[src/rtl/vjtag_loader_pkg.sv]
// Shared types and helpers for the virtual-JTAG memory loader back end.
package vjtag_loader_pkg;

    typedef enum logic {
        ST_IDLE  = 1'b0,
        ST_WRITE = 1'b1
    } wr_state_t;

    // Byte-lane count for the default 16-bit loader word; the top derives its own from DATA_W.
    localparam int DATA_W_DEFAULT = 16;
    localparam int BE_W           = DATA_W_DEFAULT / 8;

    // Ceiling log2, elaboration-time helper for port and register widths.
    function automatic int clog2(input int n);
        int r;
        r = 0;
        for (int i = 0; i < 31; i++) begin
            if ((1 << i) < n) begin
                r = i + 1;
            end
        end
        return r;
    endfunction

    // Byte enables covering the first nbits bits of a word (LSB lane first, up to 8 lanes).
    function automatic logic [7:0] be_from_bits(input int nbits);
        logic [7:0] m;
        int         nbytes;
        m      = '0;
        nbytes = (nbits + 7) / 8;
        for (int b = 0; b < 8; b++) begin
            if (b < nbytes) begin
                m[b] = 1'b1;
            end
        end
        return m;
    endfunction

endpackage

[src/rtl/sync_fifo.sv]
// Single-clock FIFO with combinational head; push on full and pop on empty are ignored.
module sync_fifo
    import vjtag_loader_pkg::*;
#(
    parameter int WIDTH = 18,
    parameter int DEPTH = 16
) (
    input  logic                    Clk,
    input  logic                    Reset,
    input  logic                    push,
    input  logic [WIDTH-1:0]        din,
    input  logic                    pop,
    output logic [WIDTH-1:0]        dout,
    output logic                    full,
    output logic                    empty,
    output logic [clog2(DEPTH):0]   count
);

    localparam int PTR_W = (clog2(DEPTH) < 1) ? 1 : clog2(DEPTH);
    localparam int CNT_W = clog2(DEPTH) + 1;

    logic [WIDTH-1:0] mem [DEPTH];
    logic [PTR_W-1:0] wr_ptr;
    logic [PTR_W-1:0] rd_ptr;
    logic             do_push;
    logic             do_pop;

    assign full    = (count == CNT_W'(DEPTH));
    assign empty   = (count == '0);
    assign do_push = push && !full;
    assign do_pop  = pop && !empty;
    assign dout    = mem[rd_ptr];

    // Storage write; only the pointers need clearing.
    // NOTE: the storage array is deliberately left out of reset -- count gates every read, so stale contents are never visible.
    always_ff @(posedge Clk) begin
        if (do_push) begin
            mem[wr_ptr] <= din;
        end
    end

    // Pointer and occupancy bookkeeping; DEPTH is a power of two so pointers wrap naturally.
    // NOTE: sequential state uses non-blocking assignments so every register samples pre-edge values.
    always_ff @(posedge Clk) begin
        if (Reset) begin
            wr_ptr <= '0;
            rd_ptr <= '0;
            count  <= '0;
        end else begin
            if (do_push) wr_ptr <= wr_ptr + 1'b1;
            if (do_pop)  rd_ptr <= rd_ptr + 1'b1;
            case ({do_push, do_pop})
                2'b10:   count <= count + 1'b1;
                2'b01:   count <= count - 1'b1;
                default: count <= count;
            endcase
        end
    end

endmodule

[src/rtl/vjtag_stream_mm_writer.sv]
// Assembles an LSB-first bit stream into words, buffers them, and writes them to a circular Avalon-MM window.
module vjtag_stream_mm_writer
    import vjtag_loader_pkg::*;
#(
    parameter int DATA_W     = 16,
    parameter int ADDR_W     = 25,
    parameter int FIFO_DEPTH = 16,
    parameter int BASE_ADDR  = 0,
    parameter int WORDS_MAX  = 512
) (
    input  logic                      Clk,
    input  logic                      Reset,
    input  logic                      Start,
    input  logic                      Bit_Valid,
    input  logic                      Bit_Data,
    input  logic                      Frame_End,
    output logic                      Avalon_ChipEnable,
    output logic [ADDR_W-1:0]         Avalon_Address,
    output logic [DATA_W/8-1:0]       Avalon_ByteEnable,
    output logic [DATA_W-1:0]         Avalon_WriteData,
    output logic                      Avalon_Write,
    input  logic                      Avalon_WaitRequest,
    output logic                      Busy,
    output logic [clog2(WORDS_MAX):0] Words_Written,
    output logic                      Overflow,
    output logic                      Wrapped
);

    localparam int BYTES  = DATA_W / 8;
    localparam int IDX_W  = (clog2(WORDS_MAX) < 1) ? 1 : clog2(WORDS_MAX);
    localparam int CNT_W  = clog2(DATA_W);
    localparam int FIFO_W = DATA_W + BYTES;

    wr_state_t                  state, state_n;
    logic [DATA_W-1:0]          asm_data, asm_next;
    logic [CNT_W-1:0]           cnt;
    logic [IDX_W-1:0]           index;
    logic                       start_pending;
    logic                       accept, bit_in, full_push, flush_push, push_req;
    logic [BYTES-1:0]           push_be;
    logic                       done, clear_all, fifo_pop, load;
    logic [FIFO_W-1:0]          fifo_dout;
    logic                       fifo_full, fifo_empty;
    logic [clog2(FIFO_DEPTH):0] fifo_count;
    int                         cnt_after;

    assign Avalon_ChipEnable = 1'b1;
    assign Avalon_Write      = (state == ST_WRITE);
    assign Avalon_Address    = ADDR_W'(BASE_ADDR) + ADDR_W'(index);
    assign Busy              = Avalon_Write || (fifo_count != '0) || (cnt != '0);

    // A transfer completes on any edge where the request is up and the slave is not stalling.
    assign done      = (state == ST_WRITE) && !Avalon_WaitRequest;
    // Start restarts at once when idle; during a write it waits for the completing edge.
    assign clear_all = (Start && (state == ST_IDLE)) || (done && (start_pending || Start));

    // Incoming bits are ignored while a restart is outstanding.
    assign accept     = !start_pending && !Start;
    assign bit_in     = Bit_Valid && accept;
    assign cnt_after  = int'(cnt) + (bit_in ? 1 : 0);
    assign full_push  = bit_in && (cnt == CNT_W'(DATA_W - 1));
    assign flush_push = Frame_End && accept && !full_push && (cnt_after > 0);
    assign push_req   = full_push || flush_push;
    assign push_be    = full_push ? '1 : BYTES'(be_from_bits(cnt_after));

    // Place the incoming bit at its position so a flush leaves the unreceived bits at zero.
    // NOTE: every combinational output gets a default first so no latch is inferred.
    always_comb begin
        asm_next = asm_data;
        if (bit_in) begin
            asm_next[cnt] = Bit_Data;
        end
    end

    // Assembler register: cleared after every push, full or partial.
    always_ff @(posedge Clk) begin
        if (Reset || clear_all || push_req) begin
            asm_data <= '0;
            cnt      <= '0;
        end else if (bit_in) begin
            asm_data <= asm_next;
            cnt      <= cnt + 1'b1;
        end
    end

    sync_fifo #(
        .WIDTH (FIFO_W),
        .DEPTH (FIFO_DEPTH)
    ) u_fifo (
        .Clk   (Clk),
        .Reset (Reset || clear_all),
        .push  (push_req),
        .din   ({push_be, asm_next}),
        .pop   (fifo_pop),
        .dout  (fifo_dout),
        .full  (fifo_full),
        .empty (fifo_empty),
        .count (fifo_count)
    );

    // Master FSM state register.
    always_ff @(posedge Clk) begin
        if (Reset) state <= ST_IDLE;
        else       state <= state_n;
    end

    // Next state and pop decision; a completing write can pop the next word on the same edge.
    always_comb begin
        state_n  = state;
        fifo_pop = 1'b0;
        load     = 1'b0;
        case (state)
            ST_IDLE: begin
                if (!clear_all && !fifo_empty) begin
                    fifo_pop = 1'b1;
                    load     = 1'b1;
                    state_n  = ST_WRITE;
                end
            end
            ST_WRITE: begin
                if (done) begin
                    if (clear_all) begin
                        state_n = ST_IDLE;
                    end else if (!fifo_empty) begin
                        fifo_pop = 1'b1;
                        load     = 1'b1;
                    end else begin
                        state_n = ST_IDLE;
                    end
                end
            end
            default: state_n = ST_IDLE;
        endcase
    end

    // Write payload, window index, completion counter and sticky status.
    always_ff @(posedge Clk) begin
        if (Reset) begin
            Avalon_WriteData  <= '0;
            Avalon_ByteEnable <= '0;
            index             <= '0;
            Words_Written     <= '0;
            Overflow          <= 1'b0;
            Wrapped           <= 1'b0;
            start_pending     <= 1'b0;
        end else begin
            if (load) begin
                Avalon_WriteData  <= fifo_dout[DATA_W-1:0];
                Avalon_ByteEnable <= fifo_dout[FIFO_W-1:DATA_W];
            end
            if (clear_all) begin
                index         <= '0;
                Words_Written <= '0;
                Overflow      <= 1'b0;
                Wrapped       <= 1'b0;
                start_pending <= 1'b0;
            end else begin
                if ((state == ST_WRITE) && Start) start_pending <= 1'b1;
                if (push_req && fifo_full)        Overflow      <= 1'b1;
                if (done) begin
                    if (index == IDX_W'(WORDS_MAX - 1)) begin
                        index   <= '0;
                        Wrapped <= 1'b1;
                    end else begin
                        index <= index + 1'b1;
                    end
                    if (Words_Written != '1) Words_Written <= Words_Written + 1'b1;
                end
            end
        end
    end

endmodule

[config.mk]
export PLATFORM = sky130hd
export DESIGN_NAME = vjtag_stream_mm_writer
export DESIGN_NICKNAME = d
export VERILOG_FILES = /design/src/rtl/vjtag_loader_pkg.sv /design/src/rtl/sync_fifo.sv /design/src/rtl/vjtag_stream_mm_writer.sv
export SDC_FILE = /design/constraint.sdc
export NUM_CORES = 1
export LEC_CHECK = 0
export CAP_MARGIN = 30
export CORE_MARGIN = 3
export CORE_UTILIZATION = 62
export CTS_BUF_LIST = sky130_fd_sc_hd__clkbuf_8
export CTS_CLUSTER_DIAMETER = 120
export DETAILED_ROUTE_END_ITERATION = 10
export PLACE_DENSITY_LB_ADDON = 0.08
export REMOVE_ABC_BUFFERS = 1
export SLEW_MARGIN = 5
export SYNTH_ARGS = -nofsm -noshare
export SYNTH_HDL_FRONTEND = slang
export SYNTH_HIERARCHICAL = 1
export SYNTH_SLANG_ARGS = --single-unit
[constraint.sdc]
create_clock -name Clk -period 4.5 [get_ports Clk]
set_input_delay 0.675 -clock Clk [delete_from_list [all_inputs] [get_ports Clk]]
set_output_delay 0.675 -clock Clk [all_outputs]
set_load 0.05 [all_outputs]
==> results.md <==
* Hold Crit Class: flop to flop
* Number of nets with antenna violations after routing at 0
* Initial antenna violation count at 0
* Arrival time at the worst endpoint at 4.08 ns
* GRT Total Usage at 24.55%
* Most instantiated library cell after synthesis: edfxtp_1
* Area leader, netlist: edfxtp_1
* Resize count post-CTS at 0
* DRC viols at 0
* YS warnings at 6
* Power, Total at 6.352 mW
* Top cell type's share of synthesized area at 57.52%
* DP Cell Count at 1223
* Floorplan Core Area at 0.02368 mm2
* Post-synth EDFFs at 288
* Final Util at 71.88%
* Final worst setup slack at 0.9409 ns
* Worst path bufs/invs at 3
* Yosys cell types at 67
* RSZ-0062 raised after global routing: false
* Max clock buf depth at 3
* Total number of vias at 8093
* Worst Hold Margin at 0.4604 ns
* Die extent in x at 161.7 um
* CP max-delay cell: clkdlybuf4s50_1
* Flop pwr share at 57.0%
* Worst setup SP type: input pin
* Synth Flop Type: edfxtp_1
* Worst vdd ir at 0.0002513 V
* Pint at 5.007 mW
* Clk sinks at 366
* Mapped Cells at 863
* Vias in the first global route at 8360
* Die Span Y at 161.7 um
* Drt initial violations at 760
* Seq cells post-synth at 366
* P per Cell Area at 373.1 mW/mm2
* Fmax at 281.0 MHz
* Tightest Pin Transition at 0.7918 ns
* Worst setup path class: input pin to flop
* Share of post-route cells with drive strength above 1 at 22.89%
* Non-filler cells, final at 1328
* CTS root buf: clkbuf_8
* Top Family by Delay on Critical Path: compound AO/OA/AOI/OAI gates
* Ports at 65
* Combinational group share of total power at 2.1%
* Std cell rows at 56
* Die area at 0.02615 mm2
* NetSw at 1.345 mW
* Worst hold path depth at 2
* Post-synth ARST share at 0%
* Largest net degree at the start of global routing at 41
* Outcome: finished, final reports clean
* Fin crit share at 79.09%
* Switch share at 21.17%
* Final setup vio count at 0
* Kind of end point of the critical path: flop
* Slew margin rel. at 47.21%
* Final clock skew at 0.01997 ns
* GP Congestion at 0.8232
* H-tree Lvls at 2
* Drt wl/cell at 23.36 um
* Dpl ws at 0.3609 ns
* Mean post-synth cell area at 17.42 um2
* Drt via density at 6.094
* Post-Route WL at 31020 um
* CP peak stage delay at 0.49 ns
* CP most frequent cell: ha_1
* Clk_lat worst skew at 0.60 ns
* Initial core utilization at 63.48%
* Critical path required time at 5.02 ns
* Cells along the critical path: clkdlybuf4s50_1 -> nor3b_2 -> buf_4 -> ha_1 -> nand2_1 -> a211o_1 -> o211ai_1 -> o21a_4 -> inv_2 -> ha_1 -> xor2_1 -> ha_1 -> o21a_1 -> or4_1 -> a21oi_1
* CTS tree: built
* Max-slew violations at 0
* Num CTS Buffers at 55
* Fin area at 0.01702 mm2
* Area growth, synth to finish at 13.22%
* DP HPWL at 18760 um
* Worst Path Max Fanout at 22
* First-pass GRT wire length at 48490 um
* Min Tclk post-route at 3.559 ns
* Clk pwr share at 40.9%
* Post-CTS Setup Inserts at 0
* Final hold vios at 0
* CTS clk-pin slew, worst paths at 0.06 ns
* Placed instance area at 0.01591 mm2
* Most instantiated cells after synthesis: edfxtp_1, dfxtp_1, nand2_1
* GR Overflow Total at 0
* Largest cells by area after synthesis: edfxtp_1, dfxtp_1, mux4_2
* Worst-case reg-to-reg path depth at 14
* Sequential-to-total area share from yosys stat at 67.91%
* # diodes at 0
* First-pass DRT Iterations at 5
* Total stage count of the critical path at 15
* Nets at 987
* Static Leak at 5.503 nW
* Port buffer count at 47
* Max-cap viol count at 0
* Mapped cell area at 0.01503 mm2
* Hold Buf Count CTS at 0
* Final setup TNS at 0 ns
## worst register-to-register path, delay by kind of cell (launching register included)
family	cells	cell delay (ns)
compound gates	5	1.08
xor+xnor	1	0.15
fa+ha+maj	3	0.62
buf+inv	2	0.33
flops	1	0.36
simple gates	3	0.75
## power by group through the flow
stage	clock (mW)	combinational (mW)	sequential (mW)
finish	2.60	0.134	3.62
global route	2.80	0.143	3.62
CTS	2.64	0.131	3.62
detailed placement	0	0.131	3.69
global placement	0	0.127	3.69
floorplan	0	0.0831	3.69
## metal layers
layer  wire, um  GRT usage, %  vias up
met5          0             0        -
met4        703         7.600        0
met3       2120         4.412       53
met2      15400         39.95      338
met1      12800         34.77     4140
li1           -             -     3562
## worst paths after layout
path,from,end,slack (ns)
worst min-delay path,Avalon_WriteData[8]$_SDFFE_PP0P_,Avalon_WriteData[8]$_SDFFE_PP0P_,0.46
worst max register to register,start_pending$_SDFFE_PP0P_,u_fifo/count[2]$_SDFFE_PP0P_,1.16
worst min register to register,Avalon_WriteData[8]$_SDFFE_PP0P_,Avalon_WriteData[8]$_SDFFE_PP0P_,0.46
worst max-delay path,Start,u_fifo/count[2]$_SDFFE_PP0P_,0.94
## cells by family (layout without fill, tap and decap cells)
kind of cell	Yosys count	in the layout	share of synthesized area, %
buffers and inverters	71	202	3.038
multiplexers	110	110	15.95
AO/OA/AOI/OAI	73	73	3.279
flip-flops	366	366	67.91
adder cells (fa/ha/maj)	18	18	1.498
other	2	17	0.04995
AND/OR/NAND/NOR	203	203	7.116
XOR/XNOR	20	20	1.165
## area by class of cell
class                           instances  area [um2]
Tap cell                              319       399.1
Multi-Input combinational cell        441        4474
Fill cell                            1525        6660
Clock buffer                           64       880.8
Inverter                               12       45.04
Sequential cell                       366       10210
Timing Repair Buffer                   86       808.3
Clock inverter                         40       200.2
## sequential cells by signal, summed over array words and instances, names as in the netlist, named ones only
register	count
Avalon_ByteEnable	2
Avalon_Write	1
Avalon_WriteData	16
Overflow	1
Words_Written	10
Wrapped	1
asm_data	16
cnt	4
index	9
start_pending	1
u_fifo/count	5
u_fifo/mem	288
u_fifo/rd_ptr	4
u_fifo/wr_ptr	4
## placed cells by master, fill, tap and decap left out, types with 6 or more instances in the layout
cell type | netlist | final
clkbuf_8 | 0 | 64
a21oi_1 | 35 | 35
clkdlybuf4s50_1 | 0 | 47
dfxtp_1 | 78 | 76
xor2_1 | 17 | 17
inv_1 | 10 | 31
or3_1 | 6 | 6
mux2_2 | 6 | 6
mux4_1 | 32 | 32
edfxtp_1 | 288 | 288
nand3_1 | 18 | 18
ha_1 | 18 | 18
nand4_1 | 7 | 7
and3_1 | 8 | 8
nor3_1 | 10 | 6
nor2_2 | 4 | 16
mux4_2 | 58 | 58
mux2_4 | 8 | 8
clkinv_1 | 1 | 13
nor2b_2 | 11 | 11
nor2_1 | 45 | 33
buf_4 | 22 | 36
o21ai_0 | 7 | 7
conb_1 | 2 | 17
nand2_1 | 60 | 60
Note: power is estimated with default switching activity, not from simulation.
